### config.mk
export PLATFORM = sky130hd
export DESIGN_NAME = dm_arbiter
export DESIGN_NICKNAME = d
export VERILOG_FILES = /design/src/rtl/dm_arbiter.sv
export SDC_FILE = /design/constraint.sdc
export NUM_CORES = 1
export LEC_CHECK = 0
export BUFFER_PORTS_ARGS = -buffer_cell sky130_fd_sc_hd__buf_2
export CORE_AREA = 8 8 115 117
export CTS_CLUSTER_DIAMETER = 40
export DETAILED_ROUTE_END_ITERATION = 8
export DIE_AREA = 0 0 123 125
export GPL_TIMING_DRIVEN = 0
export PLACE_DENSITY = 0.57
export SLEW_MARGIN = 20
export SYNTH_ARGS = -nofsm -noshare
export SYNTH_HDL_FRONTEND = slang
export SYNTH_SLANG_ARGS = --single-unit
### constraint.sdc
create_clock -name Clk -period 1.5 [get_ports Clk]
set_input_delay 0.15 -clock Clk [delete_from_list [all_inputs] [get_ports Clk]]
set_output_delay 0.15 -clock Clk [all_outputs]
set_load 0.01 [all_outputs]
### src/rtl/dm_arbiter.sv
// ---------------------------------------------------------------------------
// dm_arbiter
//
// Purpose:
//   Shares the single data memory (DM) between the pipeline's M stage and a
//   DMA requester. The CPU normally has priority. A 4-bit consecutive-grant
//   counter bounds DMA starvation: after STARVE_LIMIT CPU grants while the DMA
//   request is pending, the DMA port wins one cycle and the CPU is stalled.
//   DMA read data is captured into a register and presented one cycle after
//   the acknowledge.
//
// Parameters:
//   STARVE_LIMIT  max consecutive CPU grants while Dma_Req is held (1..15)
//
// Ports:
//   Clk, Rst                         clock, asynchronous active-high reset
//   Cpu_Req/We/Addr/WData/BE         M-stage access (address and BE already
//                                    aligned by the requester)
//   Cpu_Stall                        CPU access not granted this cycle
//   Cpu_RData                        DM read data, passed straight through
//   Dma_Req/We/Addr/WData/BE         DMA access, held stable until Dma_Ack
//   Dma_Ack                          DMA access performed this cycle
//   Dma_RData, Dma_RValid            registered DMA read data, 1-cycle pulse
//   DM_Addr/WrData/WE/BE             to the DM instance
//   DM_RData                         combinational DM read data
//   Stall_Cnt                        CPU stall-cycle counter (only when the
//                                    DM_ARB_STATS_EN macro is defined)
//
// Build option:
//   DM_ARB_STATS_EN  adds the Stall_Cnt port and its 32-bit wrapping counter.
//                    Arbitration is identical with or without it.
// ---------------------------------------------------------------------------
module dm_arbiter #(
  parameter int STARVE_LIMIT = 4
) (
  input  logic        Clk,
  input  logic        Rst,
  input  logic        Cpu_Req,
  input  logic        Cpu_We,
  input  logic [31:0] Cpu_Addr,
  input  logic [31:0] Cpu_WData,
  input  logic [3:0]  Cpu_BE,
  output logic        Cpu_Stall,
  output logic [31:0] Cpu_RData,
  input  logic        Dma_Req,
  input  logic        Dma_We,
  input  logic [31:0] Dma_Addr,
  input  logic [31:0] Dma_WData,
  input  logic [3:0]  Dma_BE,
  output logic        Dma_Ack,
  output logic [31:0] Dma_RData,
  output logic        Dma_RValid,
  output logic [31:0] DM_Addr,
  output logic [31:0] DM_WrData,
  output logic        DM_WE,
  output logic [3:0]  DM_BE,
  input  logic [31:0] DM_RData
`ifdef DM_ARB_STATS_EN
  ,
  output logic [31:0] Stall_Cnt
`endif
);

  localparam logic [3:0] LIMIT = 4'(STARVE_LIMIT);

  logic [3:0]  cnt_q, cnt_d;
  logic        cpu_grant;
  logic        dma_grant;
  logic [31:0] dma_rdata_q, dma_rdata_d;
  logic        dma_rvalid_q, dma_rvalid_d;

  // Grant decision. The two grants are mutually exclusive: the CPU needs
  // cnt below the limit, while the DMA with a competing CPU request needs cnt
  // exactly at the limit. Without a DMA request cnt is held at zero, so the
  // CPU always wins when alone.
  always_comb begin
    cpu_grant = Cpu_Req && (cnt_q < LIMIT);
    dma_grant = Dma_Req && (!Cpu_Req || (cnt_q == LIMIT));
  end

  // DM port mux. An idle port is driven to all zeros so DM sees no stray
  // write and no leftover address from the previous owner.
  always_comb begin
    DM_Addr   = '0;
    DM_WrData = '0;
    DM_WE     = 1'b0;
    DM_BE     = '0;
    if (cpu_grant) begin
      DM_Addr   = Cpu_Addr;
      DM_WrData = Cpu_WData;
      DM_WE     = Cpu_We;
      DM_BE     = Cpu_BE;
    end else if (dma_grant) begin
      DM_Addr   = Dma_Addr;
      DM_WrData = Dma_WData;
      DM_WE     = Dma_We;
      DM_BE     = Dma_BE;
    end
  end

  // Requester-facing handshake. Cpu_RData is not gated: the pipeline only
  // consumes it in a cycle where Cpu_Stall is low.
  always_comb begin
    Cpu_Stall = Cpu_Req && !cpu_grant;
    Cpu_RData = DM_RData;
    Dma_Ack   = dma_grant;
  end

  // Starvation counter. It counts CPU grants only while the DMA is waiting
  // and clears when the DMA is served or withdraws. No saturation is needed:
  // reaching the limit forces a DMA grant, which clears it.
  always_comb begin
    cnt_d = cnt_q;
    if (!Dma_Req || dma_grant) begin
      cnt_d = '0;
    end else if (cpu_grant) begin
      cnt_d = cnt_q + 4'd1;
    end
  end

  // DMA read capture. Data is taken from DM on the edge that closes a DMA
  // read grant and held afterwards, so the requester may sample it late.
  always_comb begin
    dma_rdata_d  = dma_rdata_q;
    dma_rvalid_d = 1'b0;
    if (dma_grant && !Dma_We) begin
      dma_rdata_d  = DM_RData;
      dma_rvalid_d = 1'b1;
    end
  end

  // State registers. Reset drops any read response in flight; the DMA
  // requester reissues its request afterwards.
  always_ff @(posedge Clk or posedge Rst) begin
    if (Rst) begin
      cnt_q        <= '0;
      dma_rdata_q  <= '0;
      dma_rvalid_q <= 1'b0;
    end else begin
      cnt_q        <= cnt_d;
      dma_rdata_q  <= dma_rdata_d;
      dma_rvalid_q <= dma_rvalid_d;
    end
  end

  assign Dma_RData  = dma_rdata_q;
  assign Dma_RValid = dma_rvalid_q;

`ifdef DM_ARB_STATS_EN
  logic [31:0] stall_cnt_q, stall_cnt_d;

  // Stall statistics: one count per edge on which the CPU is held off.
  // Wraps naturally at 2^32.
  always_comb begin
    stall_cnt_d = stall_cnt_q;
    if (Cpu_Stall) begin
      stall_cnt_d = stall_cnt_q + 32'd1;
    end
  end

  always_ff @(posedge Clk or posedge Rst) begin
    if (Rst) begin
      stall_cnt_q <= '0;
    end else begin
      stall_cnt_q <= stall_cnt_d;
    end
  end

  assign Stall_Cnt = stall_cnt_q;
`endif

endmodule

## Word-level counts from Yosys, hierarchy flattened

Index checks and enable logic that the tools add are counted.

| word-level totals | value |
|---|---|
| register bits after elaboration | 37 |
| input bits | 174 |
| output and inout bits | 136 |
| logic and storage cells | 28 |

| cells by class | value |
|---|---|
| $add $sub $neg | 1 |
| magnitude comparators | 1 |
| equality and inequality tests | 1 |
| muxes and demuxes | 11 |
| reductions and logical operators | 11 |

Operators with widths:

| operator | number |
|---|---|
| 2-to-1 mux 32 bit | 4 |
| 2-to-1 mux 4 bit | 4 |
| adder 4 x 1 -> 4 bit (second input constant) | 1 |
| equality test 4 x 3 -> 1 bit (second input constant) | 1 |
| logical AND 1 bit | 4 |
| logical NOT 1 bit | 4 |
| less-than comparator 4 x 3 -> 1 bit (second input constant) | 1 |
| 2-to-1 mux 1 bit | 3 |
| logical OR 1 bit | 2 |
| nonzero test 2 bit | 1 |

## Logic depth before layout (Yosys ltp)

| logic depth | value |
|---|---|
| depth in word-level cells | 5 |
| gate-level depth with buffers | 6 |
| depth with buffers taken out | 5 |

## Worst setup path before layout

OpenSTA, ideal clock, no wires.

| timing path | value |
|---|---|
| path type | register to register |
| start point | reg cnt_q[0] |
| end point | reg dma_rdata_q[0] (netlist: Dma_RData[0]) |
| library setup time | 0.125 ns |
| arrival time | 1.498 ns |
| data required time | 1.375 ns |
| path slack | -0.122 ns |
| cell stages (with the launch flop) | 7 |
| path buffers | 1 |
| period minus slack after synthesis | 1.622 ns |
| path through | dfrtp_1 > inv_1 > ha_1 > nand3b_1 > a21oi_4 > buf_6 > mux2_2 |

| between the ends | value |
|---|---|
| longest elaborated chain between the ends | 4 |

RTL lines:

| item | line | source |
|---|---|---|
| start, declared | 66 | `logic [3:0] cnt_q, cnt_d;` |
| start signal, assigned | 140 | `cnt_q <= cnt_d;` |
| equality test 4 x 3 -> 1 bit | 78 | `dma_grant = Dma_Req && (!Cpu_Req \|\| (cnt_q == LIMIT));` |
| logical OR 1 bit | 78 |  |
| logical AND 1 bit | 78 |  |
| logical AND 1 bit | 126 | `if (dma_grant && !Dma_We) begin` |
| end signal, assigned | 141 | `dma_rdata_q <= dma_rdata_d;` |
| end, declared | 69 | `logic [31:0] dma_rdata_q, dma_rdata_d;` |

Every way passes these cells.
A chain may end at the register's enable or synchronous reset.

## Worst setup path in the final report

| timing path | value |
|---|---|
| start point | reg cnt_q[1] |
| end point | out DM_Addr[21] |

| between the ends | value |
|---|---|
| longest elaborated chain between the ends | 5 |
| elaborated cells between the ends (all ways) | 7 |
| those cells by class | order compare: 1; eq/ne: 1; mux: 2; reduce/logical: 3 |

RTL lines:

| item | line | source |
|---|---|---|
| equality test 4 x 3 -> 1 bit | 78 |  |
| logical OR 1 bit | 78 |  |
| logical AND 1 bit | 78 |  |
| 2-to-1 mux 32 bit | 93 | `end else if (dma_grant) begin` |
| 2-to-1 mux 32 bit * | 88 | `if (cpu_grant) begin` |
| end, declared | 53 | `output logic [31:0] DM_Addr,` |

Every way passes the cells marked *; elsewhere a longest branch is shown, timed or not.

==> flow_results.xml <==
<?xml version="1.0" encoding="UTF-8"?>
<metrics>
  <group name="status">
    <metric name="run_status" unit="">complete, but fails checks</metric>
    <metric name="violations" unit="">setup timing</metric>
  </group>
  <group name="synth">
    <metric name="synthFlopType" unit="">sky130_fd_sc_hd__dfrtp_1</metric>
    <metric name="synth_simple_gate_area_share" unit="">0.0247</metric>
    <metric name="yosys.area.top_type" unit="">sky130_fd_sc_hd__dfrtp_1</metric>
    <metric name="synth.yosys.seq_area_share" unit="">0.389</metric>
    <metric name="yosysUniqueCellTypes" unit="">22</metric>
    <metric name="synth_top_family_by_area" unit="">compound AO/OA/AOI/OAI gates</metric>
    <metric name="synth_adder_area_share" unit="">0.0105</metric>
    <metric name="syn_area_per_cell" unit="um2">11.4</metric>
    <metric name="number_of_synthesized_flops_with_an_enable_pin" unit="">0</metric>
    <metric name="postSynthRegisterBits" unit="">37</metric>
    <metric name="postSynth.asyncResetShare" unit="">1.00</metric>
    <metric name="yosysTopAreaCellShare" unit="">0.389</metric>
    <metric name="synth_top_cells_by_area" unit="">sky130_fd_sc_hd__dfrtp_1 (39%), sky130_fd_sc_hd__a22o_1 (25%), sky130_fd_sc_hd__mux2_2 (15%)</metric>
    <metric name="synthTopCellsByCount" unit="">sky130_fd_sc_hd__a22o_1 (69), sky130_fd_sc_hd__dfrtp_1 (37), sky130_fd_sc_hd__buf_4 (32), sky130_fd_sc_hd__mux2_2 (31), sky130_fd_sc_hd__buf_2 (14)</metric>
    <metric name="synth_most_common_cell" unit="">sky130_fd_sc_hd__a22o_1</metric>
    <metric name="postSynthNetCount" unit="">384</metric>
    <metric name="mux_cell_area_share_after_synthesis" unit="">0.151</metric>
    <metric name="synthesis.area" unit="mm2">0.00238</metric>
    <metric name="area_fraction_in_compound_gates_after_synthesis" unit="">0.272</metric>
    <metric name="yosysWarningCount" unit="">0</metric>
    <metric name="synth-xor-area-share" unit="">0.00368</metric>
    <metric name="post_synth_inst_count" unit="">208</metric>
  </group>
  <group name="setup_path">
    <metric name="worst_ep_arrival_time" unit="ns">1.78</metric>
    <metric name="critPathKind" unit="">reg2out</metric>
    <metric name="cp-end-kind" unit="">output pin</metric>
    <metric name="timing.critical_path.from_type" unit="">register</metric>
    <metric name="rr_worst_depth" unit="">9</metric>
    <metric name="critical_path.max_fanout" unit="">10</metric>
    <metric name="cp_data_required_time" unit="ns">1.35</metric>
  </group>
  <group name="global_route">
    <metric name="total_global_route_track_usage" unit="">0.166</metric>
    <metric name="number_of_antenna_violations_at_the_first_check_in_global_routing" unit="">5</metric>
    <metric name="pin_count_of_the_biggest_net_entering_global_routing" unit="">22</metric>
    <metric name="grt_pass1_vias" unit="">3221</metric>
    <metric name="gr-total-overflow" unit="">0</metric>
    <metric name="wire_length_of_the_first_global_routing_pass" unit="um">19600</metric>
  </group>
  <group name="place">
    <metric name="postPlaceCellArea" unit="mm2">0.00415</metric>
    <metric name="dpl.hpwl" unit="um">12000</metric>
    <metric name="place.port_buffers" unit="">309</metric>
    <metric name="dp_cells" unit="">665</metric>
    <metric name="final_weighted_congestion_in_routability_driven_placement" unit="">0.899</metric>
  </group>
  <group name="clocking">
    <metric name="clock_sinks" unit="">37</metric>
    <metric name="path_clk_slew" unit="ns">0.06</metric>
    <metric name="cts-root-buf" unit="">sky130_fd_sc_hd__clkbuf_16</metric>
    <metric name="clock_buffers_created_by_tritoncts" unit="">5</metric>
    <metric name="cts-root-to-sink-buffers" unit="">2</metric>
    <metric name="clock_insertion_delay_at_the_later_pin_of_the_skew_report" unit="ns">0.28</metric>
    <metric name="tritoncts" unit="">done</metric>
    <metric name="cts.htree.levels" unit="">2</metric>
  </group>
  <group name="timing">
    <metric name="final-hold-violation-count" unit="">0</metric>
    <metric name="maxClockFrequency" unit="MHz">519</metric>
    <metric name="transition_time_of_the_tightest_slew_check_pin" unit="ns">0.416</metric>
    <metric name="final-max-slew-violation-count" unit="">0</metric>
    <metric name="final_period_minus_worst_setup_slack" unit="ns">1.93</metric>
    <metric name="rsz0062_at_grt" unit="">true</metric>
    <metric name="final-setup-viol-count" unit="">103</metric>
    <metric name="setup_slack" unit="ns">-0.428</metric>
    <metric name="final.period_utilization" unit="">1.29</metric>
    <metric name="whs" unit="ns">0.117</metric>
    <metric name="timing.clock.skew" unit="ns">0.00314</metric>
    <metric name="worst_slew_margin_rel" unit="">0.722</metric>
  </group>
  <group name="pwr">
    <metric name="power_density" unit="mW/mm2">837</metric>
    <metric name="power_leakage" unit="nW">2.65</metric>
    <metric name="peakVddDrop" unit="mV">0.480</metric>
    <metric name="total_power" unit="W">0.00389</metric>
  </group>
  <group name="final_layout">
    <metric name="fill_cells" unit="">1171</metric>
    <metric name="fin_util" unit="">0.400</metric>
    <metric name="flow.area_growth_from_synthesis" unit="%">95.3</metric>
    <metric name="multi_input_comb_area" unit="mm2">0.00114</metric>
    <metric name="finalNetCount" unit="">713</metric>
    <metric name="sequential_cell_area" unit="um2">926</metric>
    <metric name="layout-drive-gt1-share" unit="">0.768</metric>
    <metric name="finish.instance_area" unit="mm2">0.00465</metric>
    <metric name="instances_no_fill" unit="">686</metric>
  </group>
  <group name="drt">
    <metric name="drc" unit="">0</metric>
    <metric name="drt_pre_antenna_iters" unit="">4</metric>
    <metric name="detail-route-antenna-nets" unit="">0</metric>
    <metric name="avgRoutedWirePerCell" unit="um">20.1</metric>
    <metric name="detailroute.via_count" unit="">3088</metric>
    <metric name="route.detailed.vias_per_inst" unit="">4.50</metric>
    <metric name="drt_iter0_drc" unit="">171</metric>
    <metric name="routed_wl" unit="um">13800</metric>
  </group>
  <group name="hold_path">
    <metric name="holdCritPathClass" unit="">in2reg</metric>
    <metric name="min_delay_path_depth" unit="">2</metric>
  </group>
  <group name="floorplan">
    <metric name="initial_core_util" unit="">0.205</metric>
    <metric name="die_y" unit="um">125</metric>
    <metric name="row_count" unit="">40</metric>
    <metric name="io_pins" unit="">310</metric>
    <metric name="die_area" unit="mm2">0.0154</metric>
    <metric name="coreArea" unit="mm2">0.0116</metric>
    <metric name="chipWidth" unit="um">123</metric>
  </group>
  <group name="run">
    <metric name="max_cap_viol_count" unit="">0</metric>
  </group>
</metrics>
[critical path, cell delays in order (launching register included)]
cell and delay (ns):
sky130_fd_sc_hd__dfrtp_1 0.37, sky130_fd_sc_hd__inv_1 0.06, sky130_fd_sc_hd__ha_1 0.14, sky130_fd_sc_hd__nand3b_1 0.16, sky130_fd_sc_hd__a21boi_4 0.19, sky130_fd_sc_hd__buf_12 0.15
sky130_fd_sc_hd__buf_6 0.13, sky130_fd_sc_hd__a22o_1 0.16, sky130_fd_sc_hd__buf_2 0.14
[timing repair]
item,in CTS,in global routing
buffers inserted,7,2
gates cloned,1,2
endpoints found under the setup margin,103,102
endpoints found under the hold margin,16,0
hold buffers,1,0
gates resized for setup,30,19
pin swaps,5,5
[routing by layer]
layer  GRT usage  up-vias  share of wire
li1            -     1424              -
met1       0.196     1462           0.38
met2       0.293      187           0.50
met3      0.0428       13           0.11
met4      0.0333        2          0.011
met5           0        -        0.00094
[cells by family (layout without fill, tap and decap cells)]
group | count (synthesis) | after routing
AND/OR/NAND/NOR | 10 | 10
flip-flops | 37 | 37
other | 0 | 1
XOR/XNOR | 1 | 1
adder cells (fa/ha/maj) | 2 | 2
AO/OA/AOI/OAI | 74 | 74
multiplexers | 32 | 32
buffers and inverters | 52 | 382
[cells in the final DEF (no fill, tap or decap), types with 3 or more instances in the layout]
cell type / Yosys / final
sky130_fd_sc_hd__buf_2: 14 / 304
sky130_fd_sc_hd__a22o_1: 69 / 69
sky130_fd_sc_hd__buf_4: 32 / 40
sky130_fd_sc_hd__dfrtp_1: 37 / 37
sky130_fd_sc_hd__mux2_2: 31 / 24
sky130_fd_sc_hd__buf_6: 3 / 16
sky130_fd_sc_hd__mux2_4: 0 / 8
sky130_fd_sc_hd__clkbuf_16: 0 / 7
sky130_fd_sc_hd__buf_12: 0 / 4
sky130_fd_sc_hd__buf_8: 0 / 3
sky130_fd_sc_hd__nor2_1: 3 / 3
[per-stage QoR]
step,TNS (ns),setup slack (ns)
detailed placement,-40.88,-0.612
CTS,-38.04,-0.455
global placement,-38.83,-0.581
global route,-47.14,-0.508
finish,-39.39,-0.428
floorplan,-7.12,-0.0931
[power breakdown]
part	internal, W	switching (W)
Combinational	0.000796	0.000654
Sequential	0.00117	0.0000826
Clock	0.000787	0.000405
Total	0.00275	0.00114
[sequential cells by signal, indices dropped and copies added, names as in the netlist]
name,count
cnt_q,4
Dma_RData,32
Dma_RValid,1
[worst paths after layout]
path	startpoint	to	slack [ns]
max in group asynchronous	Rst	Dma_RData[10]	0.63
min	DM_RData[20]	Dma_RData[20]	0.12
max	cnt_q[1]	DM_Addr[21]	-0.43
min in group asynchronous	Rst	Dma_RData[28]	0.43
max reg2reg	cnt_q[1]	Dma_RData[9]	-0.41
min reg2reg	Dma_RData[24]	Dma_RData[24]	0.50
[final cells by class]
| class | count | share of cell area |
|---|---|---|
| Antenna cell | 1 | 0.000538 |
| Buffer | 48 | 0.0864 |
| Clock buffer | 6 | 0.0277 |
| Clock inverter | 2 | 0.00834 |
| Inverter | 3 | 0.00242 |
| Multi-Input combinational cell | 119 | 0.246 |
| Sequential cell | 37 | 0.199 |
| Tap cell | 147 | 0.0396 |
| Timing Repair Buffer | 323 | 0.390 |
(Power assumes the default switching activity.)
